===== src/rtl/int_sequencer.sv =====
// rtl/int_sequencer.sv - interrupt / soft-reset sequencer: drain, push return PC, fetch vector, load PC.
// Optional feature macro: INTR_EDGE_EN (edge-triggered interrupt capture; level-triggered when undefined).
module int_sequencer #(
   parameter int                ADDR_W       = 8,
   parameter int                DATA_W       = 8,
   parameter int                FLAG_W       = 4,
   parameter logic [ADDR_W-1:0] RST_VEC_ADDR = 8'h00,
   parameter logic [ADDR_W-1:0] INT_VEC_ADDR = 8'h01
) (
   input  logic              clk,
   input  logic              rst,
   input  logic              reset_signal,
   input  logic              intr_signal,
   input  logic              pipe_safe,
   input  logic [ADDR_W-1:0] ret_pc,
   input  logic [FLAG_W-1:0] flags_in,
   input  logic              rti_exec,
   output logic              push_req,
   output logic [DATA_W-1:0] push_data,
   input  logic              push_gnt,
   output logic              mem_req,
   output logic [ADDR_W-1:0] mem_addr,
   input  logic              mem_gnt,
   input  logic [DATA_W-1:0] mem_rdata,
   output logic              stall,
   output logic              flush,
   output logic              pc_we,
   output logic [ADDR_W-1:0] pc_next,
   output logic              is_hardware_int,
   output logic              flags_restore,
   output logic [FLAG_W-1:0] flags_shadow
);

   typedef enum logic [2:0] {RHOLD, IDLE, DRAIN, SAVE, VEC, LOAD} state_t;

   state_t            state, state_nxt;
   logic              kind, kind_nxt;   // 1 = interrupt sequence, 0 = reset sequence
   logic              pend, in_isr;
   logic              req_set, enter_save;
   logic [ADDR_W-1:0] ret_reg;
   logic [DATA_W-1:0] vec_reg;

`ifdef INTR_EDGE_EN
   logic intr_q;

   always_ff @(posedge clk or negedge rst) begin
      if (!rst) intr_q <= 1'b0;
      else      intr_q <= intr_signal;
   end

   assign req_set = intr_signal & ~intr_q;
`else
   assign req_set = intr_signal;
`endif

   always_comb begin
      state_nxt = state;
      kind_nxt  = kind;
      if (reset_signal) begin
         state_nxt = RHOLD;
         kind_nxt  = 1'b0;
      end else begin
         case (state)
            RHOLD: begin
               state_nxt = VEC;
               kind_nxt  = 1'b0;
            end
            IDLE: if (pend && !in_isr) begin
               kind_nxt  = 1'b1;
               state_nxt = pipe_safe ? SAVE : DRAIN;
            end
            DRAIN:   if (pipe_safe) state_nxt = SAVE;
            SAVE:    if (push_gnt)  state_nxt = VEC;
            VEC:     if (mem_gnt)   state_nxt = LOAD;
            LOAD:    state_nxt = IDLE;
            default: state_nxt = RHOLD;
         endcase
      end
   end

   assign enter_save = (state_nxt == SAVE) && (state != SAVE);

   always_ff @(posedge clk or negedge rst) begin
      if (!rst) begin
         state         <= RHOLD;
         kind          <= 1'b0;
         pend          <= 1'b0;
         in_isr        <= 1'b0;
         ret_reg       <= '0;
         vec_reg       <= '0;
         flags_shadow  <= '0;
         flags_restore <= 1'b0;
      end else begin
         state         <= state_nxt;
         kind          <= kind_nxt;
         flags_restore <= rti_exec & in_isr & ~reset_signal;

         // A request arriving on the SAVE-entry edge stays pending rather than being lost.
         if (reset_signal)    pend <= 1'b0;
         else if (req_set)    pend <= 1'b1;
         else if (enter_save) pend <= 1'b0;

         if (reset_signal)    in_isr <= 1'b0;
         else if (enter_save) in_isr <= 1'b1;
         else if (rti_exec)   in_isr <= 1'b0;

         if (enter_save) begin
            ret_reg      <= ret_pc;
            flags_shadow <= flags_in;
         end

         if (state == VEC && mem_gnt && !reset_signal) vec_reg <= mem_rdata;
      end
   end

   assign push_req        = (state == SAVE);
   assign push_data       = push_req ? DATA_W'(ret_reg) : '0;
   assign mem_req         = (state == VEC);
   assign mem_addr        = !mem_req ? '0 : (kind ? INT_VEC_ADDR : RST_VEC_ADDR);
   assign pc_we           = (state == LOAD);
   assign pc_next         = pc_we ? ADDR_W'(vec_reg) : '0;
   assign stall           = (state == RHOLD) || (state == SAVE) || (state == VEC) || (state == LOAD);
   assign flush           = stall;
   assign is_hardware_int = kind && ((state == DRAIN) || (state == SAVE) ||
                                     (state == VEC)   || (state == LOAD));

endmodule


===== config.mk =====
export PLATFORM = sky130hd
export DESIGN_NAME = int_sequencer
export DESIGN_NICKNAME = d
export VERILOG_FILES = /design/src/rtl/int_sequencer.sv
export SDC_FILE = /design/constraint.sdc
export NUM_CORES = 1
export LEC_CHECK = 0
export ABC_CLOCK_PERIOD_IN_PS = 4800
export CAP_MARGIN = 30
export CORE_MARGIN = 3
export CORE_UTILIZATION = 44
export DETAILED_ROUTE_END_ITERATION = 7
export PLACE_DENSITY = 0.93
export SETUP_SLACK_MARGIN = 0.5
export SLEW_MARGIN = 25
export SYNTH_ARGS = -nofsm -noshare
export SYNTH_HDL_FRONTEND = slang
export SYNTH_SLANG_ARGS = --single-unit

===== constraint.sdc =====
create_clock -name clk -period 4.8 [get_ports clk]
set_input_delay 0.48 -clock clk [delete_from_list [all_inputs] [get_ports clk]]
set_output_delay 0.48 -clock clk [all_outputs]
set_load 0.05 [all_outputs]

### After elaboration in Yosys (flattened, before gate mapping)

Cells that the tools add are included.

* bits in registers: 27
* bits of input ports: 28
* output and inout port bits: 35
* word-level logic and storage cells: 57

* eq/ne operators: 8
* mux-type cells: 20
* bitwise operators: 3
* reductions and logical operators: 18

Operators by type and width (number)
* $pmux W3 S6: 1
* $mux W8: 2
* $mux W3: 5
* $mux W1: 11
* $eq A3 B2 Y1 const B: 3
* $reduce_bool A3 Y1: 3
* $eq A3 B3 Y1 const B: 2
* $logic_or A1 B1 Y1: 6
* $logic_and A1 B1 Y1: 5
* $eq A3 B1 Y1 const B: 1
* $logic_not A3 Y1: 1
* $ne A3 B2 Y1 const B: 1
* $ne A3 B3 Y1 const B: 1
* $and A1 B1 Y1: 2
* $logic_not A1 Y1: 2
* $pmux W1 S2: 1
* $reduce_and A2 Y1: 1
* $not A1 Y1: 1

### Logic depth before layout (Yosys ltp)

Gate-level depths: netlist of run 1.

* depth in word-level cells: 10
* mapped depth: 7
* gate-level depth less buffers: 5

### Least setup slack after synthesis of run 1

Ideal clock, no wire load.

* path kind: register -> output
* start point: register state[2]
* end point: output port pc_next[0]
* data arrival time: 2.541 ns
* required time: 4.320 ns
* slack: 1.779 ns
* cell stages (with the launch flop): 4
* path buffers: 1
* cells stage by stage: dfrtp_1 > buf_4 > nor3b_1 > and2_1

* word-level cells in the longest chain between the ends: 2

Ends and longest elaborated chain
* start: declaration: RTL line 36 `state_t state, state_nxt;`
* start signal: assignment: RTL line 94 `state <= state_nxt;`
* $eq A3 B3 Y1: RTL line 120 `assign pc_we = (state == LOAD);`
* via pc_we: RTL line 27 `output logic pc_we,`
* $mux W8: RTL line 121 `assign pc_next = pc_we ? ADDR_W'(vec_reg) : '0;`
* end: declaration: RTL line 28 `output logic [ADDR_W-1:0] pc_next,`

The timed path passes the listed nets, and every way through them passes these cells.

### Worst setup path in the final report of run 1

* start point: register state[2]
* end point: output port pc_next[3]

* word-level cells in the longest chain between the ends: 2

Ends and longest elaborated chain (RTL line)
* $eq A3 B3 Y1: 120
* $mux W8: 121

Every way passes these cells.

==> out/metrics.cfg, run 1 <==
[clock_tree]
cts.sinks = 27
clk_latency_ns = 0.32
cts_tree = done
cts_buffer_depth = 2
cts_root_buffer = clkbuf_4
numCtsBuffers = 3
cts.repair.resized = 0
clkTransAtPathRegs_ns = 0.15
htree_levels = 1
cts_setup_buffers = 0
ctsHoldBuffers = 0

[pwr]
max-vdd-ir-drop_uv = 237
p_leak_nw = 0.866
total_power_w = 0.000629
power_density_mw_per_mm2 = 320

[worst_setup_path]
crit_chain = nor3b_1, and2_1, clkdlybuf4s50_1
slowest_stage = clkdlybuf4s50_1
path_class = reg -> out
critical-path-max-stage-delay_ns = 0.80
worstPathRequired_ns = 4.32
critical_path.max_fanout = 13
r2r.worst_path.cells = 5
cp_num_cells = 3
end_kind = output pin
critPathLaunchType = register
arrival_ns = 2.61
crit_family = simple AND/OR/NAND/NOR gates
path_buf_inv = 1

[placed_design]
pre_cts_slack_ns = 2.09
globalplace.congestion = 0.816
place_hpwl_um = 2330
numPortBuffers = 55

[floorplanning]
start_util_pct = 48.5
dieArea_mm2 = 0.00389
io_pins = 63
die_w_um = 62.3
die-height_um = 62.3
core.rowCount = 19
fp.coreArea_mm2 = 0.00288

[layout]
drive_gt1_share_pct = 18.3
nets = 198
fillers = 237
syn_to_final_growth_pct = 40.8
register_area_um2 = 676
multi_input_area_um2 = 638
antenna_cells = 0

[detailed_routing]
dr.first_iter.drc_count = 19
route.detailed.drc = 0
wl_um = 2990
antenna_left = 0
wl_per_cell_um = 14.2
drt_pre_antenna_iters = 4
avgViaCountPerCell = 4.78
vias = 1008

[logic_synthesis]
synthCells = 115
yosys_register_bits = 27
ys_warn_count = 0
synth_cell_types = 30
ys_seq_area_share_pct = 48.4
synth_area_mm2 = 0.00140
async_reset_ff_share_pct = 100
synth_ff_type = dfrtp_1
syn_area_per_cell_um2 = 12.1
synth_edf_count = 0

[global_route]
antenna_found_initial = 0
overflow = 0
grt_pass1_vias = 1052
grt_usage_pct = 15.9
grt_pass1_wl_um = 5000
grt_max_degree = 28

[timing]
slew_violations = 0
tightest_slew_ns = 0.681
worst_slack_ns = 1.71
rsz0062_at_grt = no
relSlewSlack_pct = 54.5
final.period_utilization_pct = 64.3
hold_slack_ns = 0.500
layout_min_cycle_time_ns = 3.09
setup_viol = 0
tns_ns = 0
hold_violations = 0
fin_worst_skew_ns = 0.00386
max_freq_ghz = 0.324

[run]
max-cap-violations = 0

[worst_hold_path]
hold_class = in -> async

[run_status]
status = complete, no violations

cells by family (layout without fill, tap and decap cells):
| family | count (synthesis) | count (layout) | synth area share [%] |
|---|---|---|---|
| buffers and inverters | 15 | 63 | 7.53 |
| and+or+nand+nor | 40 | 40 | 19.3 |
| AOI/OAI and AO/OA | 10 | 10 | 5.02 |
| muxes | 20 | 20 | 18.3 |
| other | 1 | 7 | 0.269 |
| DFF | 27 | 27 | 48.4 |
| xor gates and xnor gates | 2 | 2 | 1.25 |
path summary, 6_finish.rpt:
| path | slack (ns) | from | to |
|---|---|---|---|
| max | 1.71 | state[2] | pc_next[3] |
| min | 0.50 | rst | vec_reg[7] |
| max reg2reg | 2.56 | state[2] | ret_reg[7] |
| min reg2reg | 0.52 | vec_reg[2] | vec_reg[2] |
| max in group asynchronous | 4.05 | rst | state[2] |
| min in group clk | 0.52 | vec_reg[2] | vec_reg[2] |
layer usage:
layer / up-vias / GRT usage (%) / routed length, µm
li1: 484 / - / -
met1: 469 / 18.5 / 1270
met2: 51 / 27.4 / 1420
met3: 4 / 4.86 / 269
met4: 0 / 6.34 / 31
met5: - / 0 / 0
Yosys cell counts, drive strengths merged (2+ instances only):
cell type	number	area share, %
a21oi	4	1.4
nor2b	3	1.3
nand3	2	1.1
nor3	2	0.72
nand2	2	0.54
mux2	20	18
dfrtp	27	48
buf	11	6.5
o21ai	3	1.3
and2	18	8.1
nor2	4	1.1
and3	4	2.2
inv	3	0.81
through the flow:
step	std cells	cell area, µm²	util (%)
after global routing	211	1970	68.3
after floorplan	121	1420	-
after global placement	207	1940	67.3
after CTS	211	1970	68.3
after detailed placement	207	1940	67.3
final	211	1970	68.3
power by group:
group / switching, W / leakage [nW] / internal [W]
Sequential: 0.0000308 / 0.339 / 0.000279
Combinational: 0.000114 / 0.513 / 0.000105
Clock: 0.0000691 / 0.0139 / 0.0000319
cells in the final DEF, fill, tap and decap left out:
| cell type | Yosys | final |
|---|---|---|
| nor3_1 | 2 | 2 |
| nand3_1 | 1 | 1 |
| clkdlybuf4s50_1 | 0 | 55 |
| and3_1 | 3 | 3 |
| clkinvlp_4 | 0 | 1 |
| o21ai_0 | 2 | 2 |
| xor2_1 | 1 | 1 |
| and2_1 | 18 | 18 |
| xnor2_1 | 1 | 1 |
| nor3b_1 | 1 | 1 |
| nor4bb_1 | 1 | 1 |
| and3b_1 | 1 | 1 |
| a22o_1 | 1 | 1 |
| nand2_1 | 2 | 2 |
| o21ai_2 | 1 | 1 |
| mux2_4 | 8 | 8 |
| conb_1 | 1 | 7 |
| mux2_2 | 12 | 12 |
| and4bb_2 | 1 | 1 |
| nor4_4 | 1 | 1 |
| clkbuf_4 | 0 | 3 |
| buf_4 | 9 | 1 |
| nor2b_1 | 3 | 3 |
| o21a_1 | 1 | 1 |
| inv_1 | 3 | 3 |
| a221oi_2 | 1 | 1 |
| a21oi_1 | 4 | 4 |
| nand3_2 | 1 | 1 |
| and3_4 | 1 | 1 |
| nor2_1 | 4 | 4 |
| dfrtp_1 | 27 | 27 |
cell type report:
cell class	count	area share, %
well taps	42	2.67
multi-input cells	79	32.5
flip-flops and latches	27	34.4
repair buffers	56	28.4
inverters	3	0.573
clock buffers	3	1.15
clock inverters	1	0.382
No activity file was read; power rests on OpenSTA's default activity.
==> run 2, diff against run 1 <==
--- a/config.mk
+++ b/config.mk
@@ -5,12 +5,12 @@
 export SDC_FILE = /design/constraint.sdc
 export NUM_CORES = 1
 export LEC_CHECK = 0
-export ABC_CLOCK_PERIOD_IN_PS = 4800
+export ABC_CLOCK_PERIOD_IN_PS = 2900
 export CAP_MARGIN = 30
 export CORE_MARGIN = 3
-export CORE_UTILIZATION = 44
+export CORE_UTILIZATION = 41
 export DETAILED_ROUTE_END_ITERATION = 7
-export PLACE_DENSITY = 0.93
+export PLACE_DENSITY = 0.88
 export SETUP_SLACK_MARGIN = 0.5
 export SLEW_MARGIN = 25
 export SYNTH_ARGS = -nofsm -noshare
==> constraint.sdc (replaced) <==
create_clock -name clk -period 2.9 [get_ports clk]
set_input_delay 0.29 -clock clk [delete_from_list [all_inputs] [get_ports clk]]
set_output_delay 0.29 -clock clk [all_outputs]
set_load 0.05 [all_outputs]
==> run 2 against run 1 <==
Sequential share of layout area up 0.13 points; die area up 6.6%; routed wire length down 4.2%; sequential cell count unchanged; count of clock-buffer cells in the layout unchanged; first-iteration DRC count unchanged; critical path depth unchanged; combinational power up 63%; critical endpoint is now is_hardware_int.
==> out/metrics.cfg, run 2 (same netlist as run 1, synthesis figures left out) <==
[detailed_routing]
wl_um = 2860  ; was 2990 µm
wl_met1_um = 1280  ; was 1270 µm
top_layer = met4  ; unchanged
dr.first_iter.drc_count = 19  ; unchanged
wl_per_cell_um = 13.4  ; was 14.2 µm
route.detailed.drc = 0  ; unchanged
vias = 989  ; was 1,008
avgViaCountPerCell = 4.64  ; was 4.78
antenna_left = 0  ; unchanged
met3_length_um = 293  ; was 269 µm
met2_length_um = 1280  ; was 1420 µm
drt_pre_antenna_iters = 4  ; unchanged

[worst_setup_path]
arrival_ns = 1.96  ; was 2.61 ns
worstPathRequired_ns = 2.61  ; was 4.32 ns
end_kind = output pin  ; unchanged
critical_path.max_fanout = 13  ; unchanged
rr_endpoint = ret_reg[1]  ; was ret_reg[7]
critPathLaunchType = register  ; unchanged
worstReg2RegStart = state[1]  ; was state[2]
r2r.worst_path.cells = 5  ; unchanged
path_class = reg -> out  ; unchanged
r2r_slack_ns = 0.82  ; was 2.56 ns

[timing]
relSlewSlack_pct = 65.8  ; was 54.5%
fin_worst_skew_ns = 0.00126  ; was 0.00386 ns
setup_viol = 0  ; unchanged
layout_min_cycle_time_ns = 2.25
max_freq_ghz = 0.445
rsz0062_at_grt = no  ; unchanged
hold_violations = 0  ; unchanged
tns_ns = 0  ; unchanged
tightest_slew_ns = 0.512  ; was 0.681 ns
final.period_utilization_pct = 77.6
slew_violations = 0  ; unchanged

[clock_tree]
cts_buffer_depth = 2  ; unchanged
clk_latency_ns = 0.32  ; about the same
ctsHoldBuffers = 0  ; unchanged
cts_tree = done  ; unchanged
htree_levels = 1  ; unchanged
clkTransAtPathRegs_ns = 0.14  ; was 0.15 ns
cts_root_buffer = clkbuf_4  ; unchanged
numCtsBuffers = 3  ; unchanged
cts.sinks = 27  ; unchanged

[global_route]
grt_max_degree = 28  ; unchanged
grt_pass1_vias = 993  ; was 1,052
grt_usage_pct = 14.2  ; was 15.9%
antenna_found_initial = 0  ; unchanged
overflow = 0  ; unchanged
grt_pass1_wl_um = 4640  ; was 5000 µm

[floorplanning]
dieArea_mm2 = 0.00414  ; was 0.00389 mm²
start_util_pct = 44.3  ; was 48.5%
die_w_um = 64.4  ; was 62.3 µm
core.rowCount = 20  ; was 19
fp.coreArea_mm2 = 0.00315  ; was 0.00288 mm²
io_pins = 63  ; unchanged
die-height_um = 64.4  ; was 62.3 µm

[layout]
syn_to_final_growth_pct = 40.8  ; unchanged
final_common_cell = clkdlybuf4s50_1  ; unchanged
fillers = 283  ; was 237
drive_gt1_share_pct = 20.7  ; was 18.3%
nets = 198  ; unchanged
antenna_cells = 0  ; unchanged
most-common-layout-cells = 33 x clkdlybuf4s50_1, 25 x dfrtp_1, 18 x and2_1, 18 x dlygate4sd2_1, 12 x mux2_2  ; was 55 x clkdlybuf4s50_1, 27 x dfrtp_1, 18 x and2_1, 12 x mux2_2, 8 x mux2_4

[run]
max-cap-violations = 0  ; unchanged

[pwr]
max-vdd-ir-drop_uv = 319  ; was 237 µV
power_switching_w = 0.000350  ; was 0.000213 W
total_power_w = 0.00103  ; was 0.000629 W
p_int_w = 0.000682  ; was 0.000415 W
power_density_mw_per_mm2 = 525  ; was 320 mW/mm²
combPwrFrac_pct = 34.5  ; was 34.7%
seqPwrFrac_pct = 49.7  ; was 49.2%
p_leak_nw = 0.965  ; was 0.866 nW
netSwitchingFraction_pct = 33.9  ; was 34.0%
clockPowerShare_pct = 15.8  ; was 16.1%

[run_status]
status = complete, no violations  ; unchanged

[worst_hold_path]
hold_class = in -> async  ; unchanged

[placed_design]
numPortBuffers = 55  ; unchanged
globalplace.congestion = 0.750  ; was 0.816
place_hpwl_um = 2210  ; was 2330 µm

run 2: cell types whose count changed in the layout (fill, tap and decap cells not counted), sizes merged:
cell	change
dlymetal6s2s	+2
dlygate4sd2	+18
clkdlybuf4s15	+2
clkdlybuf4s50	-22
run 2: worst max path at each step:
stage,start,endpoint,slack (ns),depth (start not counted)
detailed placement,state[1],push_data[5],0.55,3
global placement,state[1],push_data[1],0.61,3
floorplan,state[1],pc_next[0],0.73,3
global route,state[0],pc_next[0],0.50,4
finish,state[1],is_hardware_int,0.65,3
CTS,state[2],push_data[5],0.31,3
run 2: worst max-delay path, stage by stage (launching register included):
cell and delay, ns:
dfrtp_2 0.54, xor2_1 0.15, and2_1 0.14, clkdlybuf4s50_1 0.80
run 2: layout make-up:
cell class	count	area [µm²]	area share, %
sequential	27	678	34.5
tap	44	55.1	2.80
multi-input combinational	79	651	33.1
clock buffer	3	22.5	1.15
inverter	3	11.3	0.573
timing repair buffer	56	541	27.5
clock inverter	1	7.51	0.382
run 2: layer usage:
metal,global-route usage (%),vias to the layer above
met3,5.10,3
met4,3.17,0
li1,-,484
met5,0,-
met2,24.1,50
met1,17.3,452
run 2: power by group through the flow:
stage	logic [W]	registers, W	clock network [W]
global placement	0.000356	0.000513	0
global route	0.000376	0.000526	0.000190
floorplan	0.000211	0.000552	0
CTS	0.000360	0.000513	0.000175
finish	0.000356	0.000513	0.000163
detailed placement	0.000367	0.000518	0
run 2: metrics by stage:
stage	setup slack [ns]	instance area (µm²)	utilization, %	hold slack [ns]	instances
finish	0.651	1970	62.3	0.323	213
global route	0.500	1970	62.3	0.329	213
CTS	0.309	1960	62.1	0.325	213
detailed placement	0.549	1940	61.6	0.491	209
global placement	0.606	1940	61.6	0.479	209
floorplan	0.727	1420	-	-0.00559	121
run 2: timing repair:
action,in CTS,in global routing
buffers inserted,0,0
pin swaps,0,0
endpoints found under the setup margin,22,12
gates resized for setup,23,5
==> run 3, diff against run 2 <==
--- a/config.mk
+++ b/config.mk
@@ -5,7 +5,7 @@
 export SDC_FILE = /design/constraint.sdc
 export NUM_CORES = 1
 export LEC_CHECK = 0
-export ABC_CLOCK_PERIOD_IN_PS = 2900
+export ABC_CLOCK_PERIOD_IN_PS = 2300
 export CAP_MARGIN = 30
 export CORE_MARGIN = 3
 export CORE_UTILIZATION = 41
==> constraint.sdc (replaced) <==
create_clock -name clk -period 2.3 [get_ports clk]
set_input_delay 0.23 -clock clk [delete_from_list [all_inputs] [get_ports clk]]
set_output_delay 0.23 -clock clk [all_outputs]
set_load 0.05 [all_outputs]
==> run 3 against run 2 <==
Routed wire length rose by 23%; critical path depth is 1 higher; hold slack worse by 0.052 ns; count of clock-buffer cells in the layout did not move; sequential cell count unchanged; setup slack got worse by 0.18 ns; final cell count up 7.0%; critical endpoint is now pc_next[0]; largest power group unchanged.
==> out/metrics.cfg, run 3 (same netlist as run 1, synthesis figures left out) <==
[pwr]
max-vdd-ir-drop_uv = 303  ; was 319 µV
seqPwrFrac_pct = 47.0  ; was 49.7%
p_int_w = 0.000902  ; was 0.000682 W
power_switching_w = 0.000478  ; was 0.000350 W
netSwitchingFraction_pct = 34.6  ; was 33.9%
combPwrFrac_pct = 38.0  ; was 34.5%
p_leak_nw = 1.10  ; was 0.965 nW
power_density_mw_per_mm2 = 594  ; was 525 mW/mm²
total_power_w = 0.00138  ; was 0.00103 W
clockPowerShare_pct = 15.1  ; was 15.8%

[run]
max-cap-violations = 0  ; unchanged

[worst_setup_path]
end_kind = output pin  ; unchanged
critPathLaunchType = register  ; unchanged
path_class = reg -> out  ; unchanged
crit_top_cell = buf_6
critical-path-max-stage-delay_ns = 0.48  ; was 0.80 ns
crit_chain = buf_6, nor3b_4, and2_1, buf_6  ; was xor2_1, and2_1, clkdlybuf4s50_1
arrival_ns = 1.60  ; was 1.96 ns
slowest_stage = dfrtp_2  ; was clkdlybuf4s50_1
critical_path.max_fanout = 6  ; was 13
worstPathRequired_ns = 2.07  ; was 2.61 ns

[clock_tree]
cts_root_buffer = clkbuf_4  ; unchanged
htree_levels = 1  ; unchanged
cts_buffer_depth = 2  ; unchanged
clk_latency_ns = 0.33  ; was 0.32 ns
numCtsBuffers = 3  ; unchanged
cts_tree = done  ; unchanged
ctsHoldBuffers = 0  ; unchanged
cts.sinks = 27  ; unchanged
clkTransAtPathRegs_ns = 0.14  ; about the same

[run_status]
status = complete, no violations  ; unchanged

[layout]
nets = 213  ; was 198
postLayoutCoreUtil_pct = 73.7  ; was 62.3%
most-common-layout-cells = 28 x clkdlybuf4s50_1, 24 x dfrtp_1, 16 x buf_4, 15 x and2_4, 12 x mux2_2  ; was 33 x clkdlybuf4s50_1, 25 x dfrtp_1, 18 x and2_1, 18 x dlygate4sd2_1, 12 x mux2_2
drive_gt1_share_pct = 51.6  ; was 20.7%
antenna_cells = 0  ; unchanged
final_common_cell = clkdlybuf4s50_1  ; unchanged
fillers = 236  ; was 283
final_cell_area_mm2 = 0.00232  ; was 0.00197 mm²
syn_to_final_growth_pct = 66.3  ; was 40.8%

[timing]
rsz0062_at_grt = yes  ; was no
tightest_slew_ns = 0.509  ; was 0.512 ns
fin_worst_skew_ns = 0.00113  ; was 0.00126 ns
layout_min_cycle_time_ns = 1.83
tns_ns = 0  ; unchanged
slew_violations = 0  ; unchanged
relSlewSlack_pct = 66.0  ; was 65.8%
final.period_utilization_pct = 79.5
hold_violations = 0  ; unchanged
setup_viol = 0  ; unchanged
max_freq_ghz = 0.547

[detailed_routing]
dr.first_iter.drc_count = 32  ; was 19
wl_per_cell_um = 15.4  ; was 13.4 µm
drt_pre_antenna_iters = 4  ; unchanged
avgViaCountPerCell = 4.76  ; was 4.64
route.detailed.drc = 0  ; unchanged
vias = 1085  ; was 989
wl_um = 3510  ; was 2860 µm
antenna_left = 0  ; unchanged

[global_route]
grt_max_degree = 28  ; unchanged
antenna_found_initial = 0  ; unchanged
grt_pass1_wl_um = 5660  ; was 4640 µm
overflow = 0  ; unchanged
grt_pass1_vias = 1161  ; was 993
grt_usage_pct = 17.8  ; was 14.2%

[floorplanning]
io_pins = 63  ; unchanged
core.rowCount = 20  ; unchanged
start_util_pct = 44.3  ; unchanged
fp.coreArea_mm2 = 0.00315  ; unchanged
die_w_um = 64.4  ; unchanged
dieArea_mm2 = 0.00414  ; unchanged
die-height_um = 64.4  ; unchanged

[placed_design]
numPortBuffers = 55  ; unchanged
place_hpwl_um = 2350  ; was 2210 µm
post_dp_cell_area_mm2 = 0.00203  ; was 0.00194 mm²
globalplace.congestion = 0.793  ; was 0.750

[worst_hold_path]
hold_class = in -> async  ; unchanged

[run 3: cell count changes in the layout (fill, tap and decap cells not counted), moves of 2 or more]
cell / change
and2_1: -16
clkdlybuf4s15_1: -2
and2_4: +15
buf_4: +15
dlymetal6s2s_1: +2
clkdlybuf4s50_1: -5
buf_8: +8
dlygate4sd2_1: -18
buf_12: +8
buf_6: +3
nand3_4: +2
[run 3: stage by stage]
stage	hold WS, ns	worst slack (ns)	instances
floorplan	-0.0656	0.412	121
global placement	0.478	0.255	211
detailed placement	0.485	0.179	211
CTS	0.241	0.452	223
global route	0.290	0.384	228
finish	0.271	0.471	228
[run 3: cell type report]
class	count	area, µm²	share of cell area [%]
Clock inverter	1	5.00	0.216
Inverter	3	11.3	0.485
Timing Repair Buffer	69	782	33.7
Clock buffer	3	22.5	0.970
Sequential cell	27	679	29.3
Tap cell	44	55.1	2.37
Multi-Input combinational cell	81	767	33.0
[run 3: worst max-delay path: cells and delay by family, from the launching register on]
family	cells	cell delay [ns]
DFF	1	0.48
and+or+nand+nor	2	0.47
buffers and inverters	2	0.32
[run 3: final timing paths]
path / start / slack [ns] / cells after the start / to
max: state[1] / 0.47 / 4 / pc_next[0]
min: rst / 0.27 / 2 / vec_reg[4]
max reg2reg: state[0] / 0.49 / 6 / ret_reg[2]
min reg2reg: ret_reg[1] / 0.52 / 1 / ret_reg[1]
max in group asynchronous: rst / 1.76 / 2 / state[1]
min in group clk: rti_exec / 0.48 / 2 / in_isr
[run 3: what timing repair did]
| item | 4_1_cts | 5_1_grt |
|---|---|---|
| hold endpoints to repair | 0 | 0 |
| setup buffers | 7 | 4 |
| endpoints found under the setup margin | 45 | 38 |
| resized for setup | 46 | 22 |
| cloned | 1 | 1 |
| pin swaps | 3 | 5 |
[run 3: metal layers]
| layer | up-vias | share of wire [%] | global-route usage, % |
|---|---|---|---|
| li1 | 517 | - | - |
| met1 | 511 | 39 | 21.1 |
| met2 | 53 | 51 | 30.5 |
| met3 | 4 | 9.4 | 4.92 |
| met4 | 0 | 1.3 | 6.33 |
| met5 | - | 0 | 0 |
[run 3: power by group through the flow]
stage	Clock [W]	Sequential (W)	Combinational (W)
after floorplan	0	0.000696	0.000273
after detailed placement	0	0.000652	0.000468
after global routing	0.000238	0.000667	0.000555
final	0.000208	0.000648	0.000524
after CTS	0.000219	0.000648	0.000503
after global placement	0	0.000647	0.000452
